$ cat src/rtl/regfile_mp_if.sv
// Issue/writeback bundle for the multi-port register file. The issue stage drives
// the "master" side. The register file implements the "slave" side.
interface regfile_mp_if #(
   parameter int XLEN   = 32,
   parameter int NREGS  = 32,
   parameter int NUM_RD = 2,
   parameter int NUM_WR = 1
);
   localparam int AW = $clog2(NREGS);

   logic                     stall_i;
   logic                     flush_i;
   logic [NUM_WR-1:0]        wr_en_i;
   logic [NUM_WR*AW-1:0]     wr_addr_i;
   logic [NUM_WR*XLEN-1:0]   wr_data_i;
   logic                     alloc_en_i;
   logic [AW-1:0]            alloc_addr_i;
   logic [NUM_RD*AW-1:0]     rd_addr_i;
   logic [NUM_RD*XLEN-1:0]   rd_data_o;
   logic [NUM_RD-1:0]        rd_busy_o;
   logic [AW:0]              busy_cnt_o;

   modport master (
      output stall_i, flush_i, wr_en_i, wr_addr_i, wr_data_i,
             alloc_en_i, alloc_addr_i, rd_addr_i,
      input  rd_data_o, rd_busy_o, busy_cnt_o
   );

   modport slave (
      input  stall_i, flush_i, wr_en_i, wr_addr_i, wr_data_i,
             alloc_en_i, alloc_addr_i, rd_addr_i,
      output rd_data_o, rd_busy_o, busy_cnt_o
   );
endinterface

$ cat src/rtl/regfile_mp.sv
// Multi-port integer register file with optional write-to-read bypass and a
// per-register busy scoreboard. x0 is always zero. x2 and x3 have parameterised reset values.
module regfile_mp_rdport #(
   parameter int XLEN   = 32,
   parameter int NREGS  = 32,
   parameter int NUM_WR = 1,
   parameter int BYPASS = 1,
   parameter int AW     = $clog2(NREGS)
) (
   input  logic [AW-1:0]                  addr,
   input  logic [NREGS-1:0][XLEN-1:0]     regs,
   input  logic [NREGS-1:0]               busy,
   input  logic [NUM_WR-1:0]              wr_qual,
   input  logic [NUM_WR-1:0][AW-1:0]      wr_addr,
   input  logic [NUM_WR-1:0][XLEN-1:0]    wr_data,
   output logic [XLEN-1:0]                data,
   output logic                           busy_out
);
   // The ascending loop lets the highest-index matching write port win, as the array does.
   always_comb begin
      data     = regs[addr];
      busy_out = busy[addr];
      if (BYPASS != 0) begin
         for (int k = 0; k < NUM_WR; k++) begin
            if (wr_qual[k] && (wr_addr[k] == addr)) begin
               data     = wr_data[k];
               busy_out = 1'b0;
            end
         end
      end
      if (addr == '0) begin
         data     = '0;
         busy_out = 1'b0;
      end
   end
endmodule

module regfile_mp #(
   parameter int              XLEN    = 32,
   parameter int              NREGS   = 32,
   parameter int              NUM_RD  = 2,
   parameter int              NUM_WR  = 1,
   parameter int              BYPASS  = 1,
   parameter logic [XLEN-1:0] SP_INIT = 32'h200,
   parameter logic [XLEN-1:0] GP_INIT = 32'h100
) (
   input  logic         clk,
   input  logic         rst,
   regfile_mp_if.slave  bus
);
   localparam int AW = $clog2(NREGS);

   logic [NREGS-1:0][XLEN-1:0]   regs;
   logic [NREGS-1:0]             busy;
   logic [AW:0]                  busy_cnt;

   logic [NUM_WR-1:0][AW-1:0]    wr_addr;
   logic [NUM_WR-1:0][XLEN-1:0]  wr_data;
   logic [NUM_WR-1:0]            wr_qual;
   logic [NUM_RD-1:0][AW-1:0]    rd_addr;
   logic [NUM_RD-1:0][XLEN-1:0]  rd_data;
   logic [NUM_RD-1:0]            rd_busy;

   logic [NREGS-1:0]             wr_hit;
   logic [NREGS-1:0][XLEN-1:0]   wr_val;
   logic                         alloc_qual;
   logic [NREGS-1:0]             busy_nxt;

   // The packed layouts match the flat bus layout: port k is at [k*W +: W].
   assign wr_addr = bus.wr_addr_i;
   assign wr_data = bus.wr_data_i;
   assign rd_addr = bus.rd_addr_i;

   // Reset also disqualifies writes. A write that is pending during reset cannot bypass to a read.
   for (genvar k = 0; k < NUM_WR; k++) begin : g_wq
      assign wr_qual[k] = bus.wr_en_i[k] & ~bus.stall_i & ~rst & (wr_addr[k] != '0);
   end

   assign alloc_qual = bus.alloc_en_i & ~bus.stall_i & (bus.alloc_addr_i != '0);

   function automatic logic [XLEN-1:0] reset_val(input int r);
      if (r == 2)      return SP_INIT;
      else if (r == 3) return GP_INIT;
      else             return '0;
   endfunction

   function automatic logic [AW:0] popcnt(input logic [NREGS-1:0] v);
      logic [AW:0] s;
      s = '0;
      for (int i = 0; i < NREGS; i++) s = s + (AW+1)'(v[i]);
      return s;
   endfunction

   always_comb begin
      wr_hit = '0;
      wr_val = '0;
      for (int r = 1; r < NREGS; r++) begin
         for (int k = 0; k < NUM_WR; k++) begin
            if (wr_qual[k] && (wr_addr[k] == AW'(r))) begin
               wr_hit[r] = 1'b1;
               wr_val[r] = wr_data[k];
            end
         end
      end
   end

   // Flush beats a new allocation. A new allocation beats a completing write.
   always_comb begin
      busy_nxt = busy;
      for (int r = 1; r < NREGS; r++) begin
         if (bus.flush_i)
            busy_nxt[r] = 1'b0;
         else if (alloc_qual && (bus.alloc_addr_i == AW'(r)))
            busy_nxt[r] = 1'b1;
         else if (wr_hit[r])
            busy_nxt[r] = 1'b0;
      end
      busy_nxt[0] = 1'b0;
   end

   always_ff @(posedge clk or posedge rst) begin
      if (rst) begin
         for (int r = 0; r < NREGS; r++) regs[r] <= reset_val(r);
         busy     <= '0;
         busy_cnt <= '0;
      end else begin
         for (int r = 1; r < NREGS; r++) begin
            if (wr_hit[r]) regs[r] <= wr_val[r];
         end
         busy     <= busy_nxt;
         busy_cnt <= popcnt(busy_nxt);
      end
   end

   for (genvar i = 0; i < NUM_RD; i++) begin : g_rd
      regfile_mp_rdport #(
         .XLEN   (XLEN),
         .NREGS  (NREGS),
         .NUM_WR (NUM_WR),
         .BYPASS (BYPASS),
         .AW     (AW)
      ) u_rd (
         .addr     (rd_addr[i]),
         .regs     (regs),
         .busy     (busy),
         .wr_qual  (wr_qual),
         .wr_addr  (wr_addr),
         .wr_data  (wr_data),
         .data     (rd_data[i]),
         .busy_out (rd_busy[i])
      );
   end

   assign bus.rd_data_o  = rd_data;
   assign bus.rd_busy_o  = rd_busy;
   assign bus.busy_cnt_o = busy_cnt;
endmodule
$ cat src/flat_wrapper.sv
// flat-port wrapper written by rule: the top's interface ports become plain ports
module regfile_mp_flat 
#(
   parameter int              XLEN    = 32,
   parameter int              NREGS   = 32,
   parameter int              NUM_RD  = 2,
   parameter int              NUM_WR  = 1,
   parameter int              BYPASS  = 1,
   parameter logic [XLEN-1:0] SP_INIT = 32'h200,
   parameter logic [XLEN-1:0] GP_INIT = 32'h100
)
  (clk, rst, bus_stall_i, bus_flush_i, bus_wr_en_i, bus_wr_addr_i, bus_wr_data_i, bus_alloc_en_i, bus_alloc_addr_i, bus_rd_addr_i, bus_rd_data_o, bus_rd_busy_o, bus_busy_cnt_o);
  regfile_mp_if #(.XLEN(XLEN), .NREGS(NREGS), .NUM_RD(NUM_RD), .NUM_WR(NUM_WR)) bus_i ();
  input  logic clk;
  input  logic rst;
  input wire logic [$bits(bus_i.stall_i)-1:0] bus_stall_i;
  input wire logic [$bits(bus_i.flush_i)-1:0] bus_flush_i;
  input wire logic [$bits(bus_i.wr_en_i)-1:0] bus_wr_en_i;
  input wire logic [$bits(bus_i.wr_addr_i)-1:0] bus_wr_addr_i;
  input wire logic [$bits(bus_i.wr_data_i)-1:0] bus_wr_data_i;
  input wire logic [$bits(bus_i.alloc_en_i)-1:0] bus_alloc_en_i;
  input wire logic [$bits(bus_i.alloc_addr_i)-1:0] bus_alloc_addr_i;
  input wire logic [$bits(bus_i.rd_addr_i)-1:0] bus_rd_addr_i;
  output wire logic [$bits(bus_i.rd_data_o)-1:0] bus_rd_data_o;
  output wire logic [$bits(bus_i.rd_busy_o)-1:0] bus_rd_busy_o;
  output wire logic [$bits(bus_i.busy_cnt_o)-1:0] bus_busy_cnt_o;
  assign bus_i.stall_i = bus_stall_i;
  assign bus_i.flush_i = bus_flush_i;
  assign bus_i.wr_en_i = bus_wr_en_i;
  assign bus_i.wr_addr_i = bus_wr_addr_i;
  assign bus_i.wr_data_i = bus_wr_data_i;
  assign bus_i.alloc_en_i = bus_alloc_en_i;
  assign bus_i.alloc_addr_i = bus_alloc_addr_i;
  assign bus_i.rd_addr_i = bus_rd_addr_i;
  assign bus_rd_data_o = bus_i.rd_data_o;
  assign bus_rd_busy_o = bus_i.rd_busy_o;
  assign bus_busy_cnt_o = bus_i.busy_cnt_o;
  regfile_mp #(.XLEN(XLEN), .NREGS(NREGS), .NUM_RD(NUM_RD), .NUM_WR(NUM_WR), .BYPASS(BYPASS), .SP_INIT(SP_INIT), .GP_INIT(GP_INIT)) u_core (.clk(clk), .rst(rst), .bus(bus_i));
endmodule
$ cat config.mk
export PLATFORM = sky130hd
export DESIGN_NAME = regfile_mp_flat
export DESIGN_NICKNAME = d
export VERILOG_FILES = /design/src/rtl/regfile_mp_if.sv /design/src/rtl/regfile_mp.sv /design/src/flat_wrapper.sv
export SDC_FILE = /design/constraint.sdc
export NUM_CORES = 2
export LEC_CHECK = 0
export ABC_AREA = 1
export ABC_CLOCK_PERIOD_IN_PS = 62100
export CORE_MARGIN = 1.5
export CORE_UTILIZATION = 25
export DETAILED_ROUTE_END_ITERATION = 8
export HOLD_SLACK_MARGIN = 0.1
export PLACE_DENSITY = 0.49
export RECOVER_POWER = 25
export SYNTH_ARGS = -nofsm -noshare
export SYNTH_HDL_FRONTEND = slang
export SYNTH_HIERARCHICAL = 1
export SYNTH_SLANG_ARGS = --single-unit
$ cat constraint.sdc
create_clock -name clk -period 62.1 [get_ports clk]
set_input_delay 12.42 -clock clk [delete_from_list [all_inputs] [get_ports clk]]
set_output_delay 12.42 -clock clk [all_outputs]
set_load 0.01 [all_outputs]
After elaboration in Yosys (flattened, before gate mapping)

Cells that the tools add are included.

Eq/ne operators: 64
Bitwise gates (word level): 7
Reduce and logical (&&, ||, !) cells: 68
$add $sub $neg: 30
Multiplexer cells: 171
Magnitude comparators: 2

Operators with widths:

| kind               | number |
|---|---|
| $mux 32            | 37 |
| $bmux 32 s5        | 2 |
| $add 6x1->6        | 29 |
| $eq 5x5->1 const B | 32 |
| $mux 1             | 130 |
| $eq 5x4->1 const B | 16 |
| $logic_and 1x1->1  | 64 |
| $eq 5x3->1 const B | 8 |
| $eq 5x2->1 const B | 4 |
| $lt 5x6->1 const B | 2 |
| $bmux 1 s5         | 2 |
| $eq 5x1->1 const B | 2 |
| $eq 5x5->1         | 2 |
| $logic_not 5->1    | 2 |
| $reduce_bool 5->1  | 2 |
| $and 1x1->1        | 5 |
| $add 1x1->2        | 1 |
| $not 1->1          | 2 |

Output and inout bits: 72
Register bits after elaboration: 1,029
Input bits: 58
Word-level logic and storage cells: 375

Longest topological paths before layout

Word-level depth: 39
Mapped depth: 26
Gate-level depth less buffers: 24

Modules after synthesis

Netlist, hierarchy kept.

By module, submodules not included:

| module            | cells each | instances | area an instance (µm²) | sequential area each (µm²) |
|---|---|---|---|---|
| regfile_mp        | 3,685      | 1         | 38,147.8               | 25,752.2 |
| regfile_mp_rdport | 2,533      | 2         | 11,433.5               | 0.0 |

Least setup slack after synthesis

No wires, ideal clock.

Kind: input to output
Start: input port rst
End: output port bus_rd_data_o[10]
Slack: 11.019 ns
Buffers on the path: 1
Data required time: 49.680 ns
Arrival: 38.661 ns
Stages: 10
Path through: inv_1 > nand4_4 > o21ai_0 > o21ai_0 > nor2_1 > nand3_2 > nor2_4 > buf_2 > nand2_1 > nand2_1

Word-level cells in the longest chain between the ends: 6

RTL lines:

| element                   | RTL line           | text |
|---|---|---|
| from (decl)               | flat_wrapper.sv:15 | `input logic rst;` |
| $not 1->1                 | regfile_mp.sv:76   | `assign wr_qual[k] = bus.wr_en_i[k] & ~bus.stall_i & ~rst & (wr_addr[k] != '0);` |
| $and 1x1->1 (2 in series) | regfile_mp.sv:76   |  |
| via u_core.wr_qual        | regfile_mp.sv:59   | `logic [NUM_WR-1:0] wr_qual;` |
| $logic_and 1x1->1         | regfile_mp.sv:25   | `if (wr_qual[k] && (wr_addr[k] == addr)) begin` |
| $mux 32                   | regfile_mp.sv:25   |  |
| $mux 32                   | regfile_mp.sv:31   | `if (addr == '0) begin` |
| to (decl)                 | flat_wrapper.sv:24 | `output wire logic [$bits(bus_i.rd_data_o)-1:0] bus_rd_data_o;` |

The timed path passes the listed nets, and every way through them passes these cells.

Worst setup path after layout

Start: input port rst
End: output port bus_rd_data_o[32]

The elaborated chain is that of the path after synthesis.

==> impl_metrics.json <==
{
  "wl_per_cell_um": 22.55,
  "end_kind": "output port",
  "post_cts_resized": 0,
  "grt_pass1_vias": 56840,
  "drcViolationCount": 0,
  "postSynthCellCount": 8751,
  "area.sequential_sq_um": 25750,
  "startpoint_type": "input port",
  "synth.avg_cell_area_sq_um": 6.972,
  "fillCellCount": 26550,
  "routed_wl_um": 263600,
  "synthFlopType": "dfrtp_1",
  "crit_required_ps": 49680,
  "rrSetupSlack_ps": 56910,
  "crit_fanout": 71,
  "fin_skew_ps": 4.974,
  "outcome": "finished, violations left",
  "io_buffers": 129,
  "synth_edf_count": 0,
  "die_area_sq_um": 247000,
  "fmax_ghz": 0.02976,
  "cts.path.max_buffers": 3,
  "finalSetupViolations": 0,
  "drt_iter0_markers": 7323,
  "power.leakage_nw": 30.12,
  "gp_congestion": 0.8414,
  "drt_pass1_iterations": 8,
  "wl_met2_um": 124400,
  "viasPerCell": 5.152,
  "cts-root-buf": "clkbuf_16",
  "critical_path_class": "input port to output port",
  "slew_headroom_pct": -507.3,
  "power.density_nw_per_um2": 26.68,
  "dp_worst_setup_slack_ps": 32670,
  "vias": 60230,
  "ir_drop_mv": 0.02845,
  "met1_length_um": 108300,
  "syn_area_sq_um": 61010,
  "cts_hold_buf": 0,
  "cts_tree": "built",
  "ios": 130,
  "r2r_cells": 17,
  "cts.sinks": 1029,
  "grt_pass1_wl_um": 389000,
  "drv_slew": 666,
  "die_h_um": 497.0,
  "ant_nets": 0,
  "failed_checks": "capacitance limit, slew limit",
  "grt_usage_pct": 20.69,
  "fin_ws_ps": 28500,
  "top_layer": "met5",
  "core_sq_um": 243000,
  "hp-class": "register to register",
  "tightest_slew_ps": 9109,
  "rsz0062_at_grt": "no",
  "crit_arrival_ps": 21180,
  "h-tree-depth": 3,
  "yosysSeqAreaShare_pct": 42.21,
  "cts_made_buffers": 115,
  "nets": 8480,
  "yosys.area.top_type_share_pct": 42.12,
  "gr-total-overflow": 0,
  "layout-drive-gt1-share_pct": 5.173,
  "hold_viol_final": 0,
  "async_reset_ff_share_pct": 100.0,
  "grt_max_degree": 162,
  "period_share_pct": 54.10,
  "area_growth_pct": 10.66,
  "max-cap-violations": 12,
  "hold_depth": 2,
  "post-dp-hpwl_um": 139900,
  "clock_latency_ps": 780,
  "cts_setup_buffers": 0,
  "synth_cell_types": 37,
  "yosys_warnings": 70,
  "multiInputGateArea_sq_um": 30060,
  "yosys_register_bits": 1029,
  "antenna_found_initial": 12,
  "die_x_um": 497.0,
  "yosys.area.top_type": "dfrtp_1",
  "rows": 181,
  "fin_setup_tns_ps": 0,
  "path_clk_slew_ps": 60,
  "start_util_pct": 25.11,
  "p_total_mw": 1.802,
  "ys_top_cells_by_area": "dfrtp_1, nand2_1, o21ai_0",
  "wl_met3_um": 18570,
  "period_minus_slack_ps": 33600
}
==> worst paths after layout <==
kind | from | to
setup / recovery | rst | bus_rd_data_o[32]
hold / removal | u_core/regs[120] | u_core/regs[120]
setup reg to reg | u_core/busy[16] | u_core/bus.busy_cnt_o[4]
hold reg to reg | u_core/regs[120] | u_core/regs[120]
max in group asynchronous | rst | u_core/regs[453]
min in group asynchronous | rst | u_core/regs[303]
==> cell usage in the layout, fill, tap and decap left out, types with 10 or more instances in the layout <==
cell / Yosys / routed
a21oi_1: 181 / 181
buf_4: 27 / 94
bufinv_16: 0 / 14
clkbuf_1: 323 / 34
clkbuf_16: 0 / 117
clkbuf_8: 0 / 27
clkdlybuf4s50_1: 0 / 112
clkinv_2: 0 / 19
conb_1: 1 / 66
dfrtp_1: 1027 / 1027
fa_1: 23 / 23
inv_1: 382 / 377
nand2_1: 2075 / 2067
nand2_4: 0 / 14
nand3_1: 1002 / 992
nand3_4: 1 / 11
nand4_1: 11 / 12
nor2_1: 1399 / 1400
nor2_2: 78 / 77
o211ai_1: 192 / 192
o21ai_0: 1070 / 1070
o21ai_1: 469 / 469
o21ai_2: 10 / 10
==> registers in the layout, summed over array words and instances, names as in the netlist <==
| name | cells |
|---|---|
| u_core/regs | 992 |
| u_core/bus.busy_cnt_o | 6 |
| u_core/busy | 31 |
==> cells in the mapped netlist (90+ instances only) <==
master	count
nand2_1	2075
nor2_1	1399
o21ai_0	1070
dfrtp_1	1027
nand3_1	1002
o21ai_1	469
inv_1	382
clkbuf_1	323
buf_2	304
o211ai_1	192
a21oi_1	181
buf_6	90
==> routing by layer <==
layer	global-route usage (%)	up-vias
li1	-	27740
met1	25.96	29310
met2	35.18	2639
met3	2.643	539
met4	9.598	4
met5	0	-
==> power breakdown <==
| group | leakage, nW | total (mW) | internal (mW) | switching [mW] |
|---|---|---|---|---|
| clock | 1.96 | 0.742 | 0.432 | 0.310 |
| combinational | 14.2 | 0.286 | 0.0919 | 0.194 |
| sequential | 14.0 | 0.773 | 0.728 | 0.0458 |
==> final cells by class <==
cell class,instances,share of cell area (%)
clock inverter,45,0.9488
clock buffer,166,4.979
antenna,2,0.007412
timing repair buffer,236,3.191
sequential,1029,38.14
inverter,393,2.279
tap,3202,5.933
multi-input combinational,6617,44.52
==> kinds of logic after synthesis <==
logic type               share of synthesized area (%)
XOR/XNOR                                        0.1005
flip-flops                                       42.21
buffers and inverters                            9.248
AO/OA/AOI/OAI                                    16.63
adder cells (fa/ha/maj)                         0.8982
AND/OR/NAND/NOR                                  30.91
other                                         0.006146
==> stage by stage <==
step	utilization, %	hold slack (ps)	std cells	area [sq um]
after floorplan	-	458.4	8816	61260
after global routing	27.79	521.0	11690	67520
after global placement	26.17	474.8	11480	63600
final	27.79	499.3	11690	67520
after CTS	27.83	500.2	11690	67620
after detailed placement	26.18	485.0	11480	63620
==> critical path, stage by stage <==
cell	delay (ps)
dlygate4sd3_1	540
clkinvlp_2	2750
nand4_1	2240
o21ai_0	420
o21ai_0	180
nor2_1	90
nand3_2	210
nand2_1	100
inv_2	180
buf_4	690
nand3_1	500
nand2_1	180
clkdlybuf4s50_1	560
Note: power is estimated with default switching activity, not from simulation.
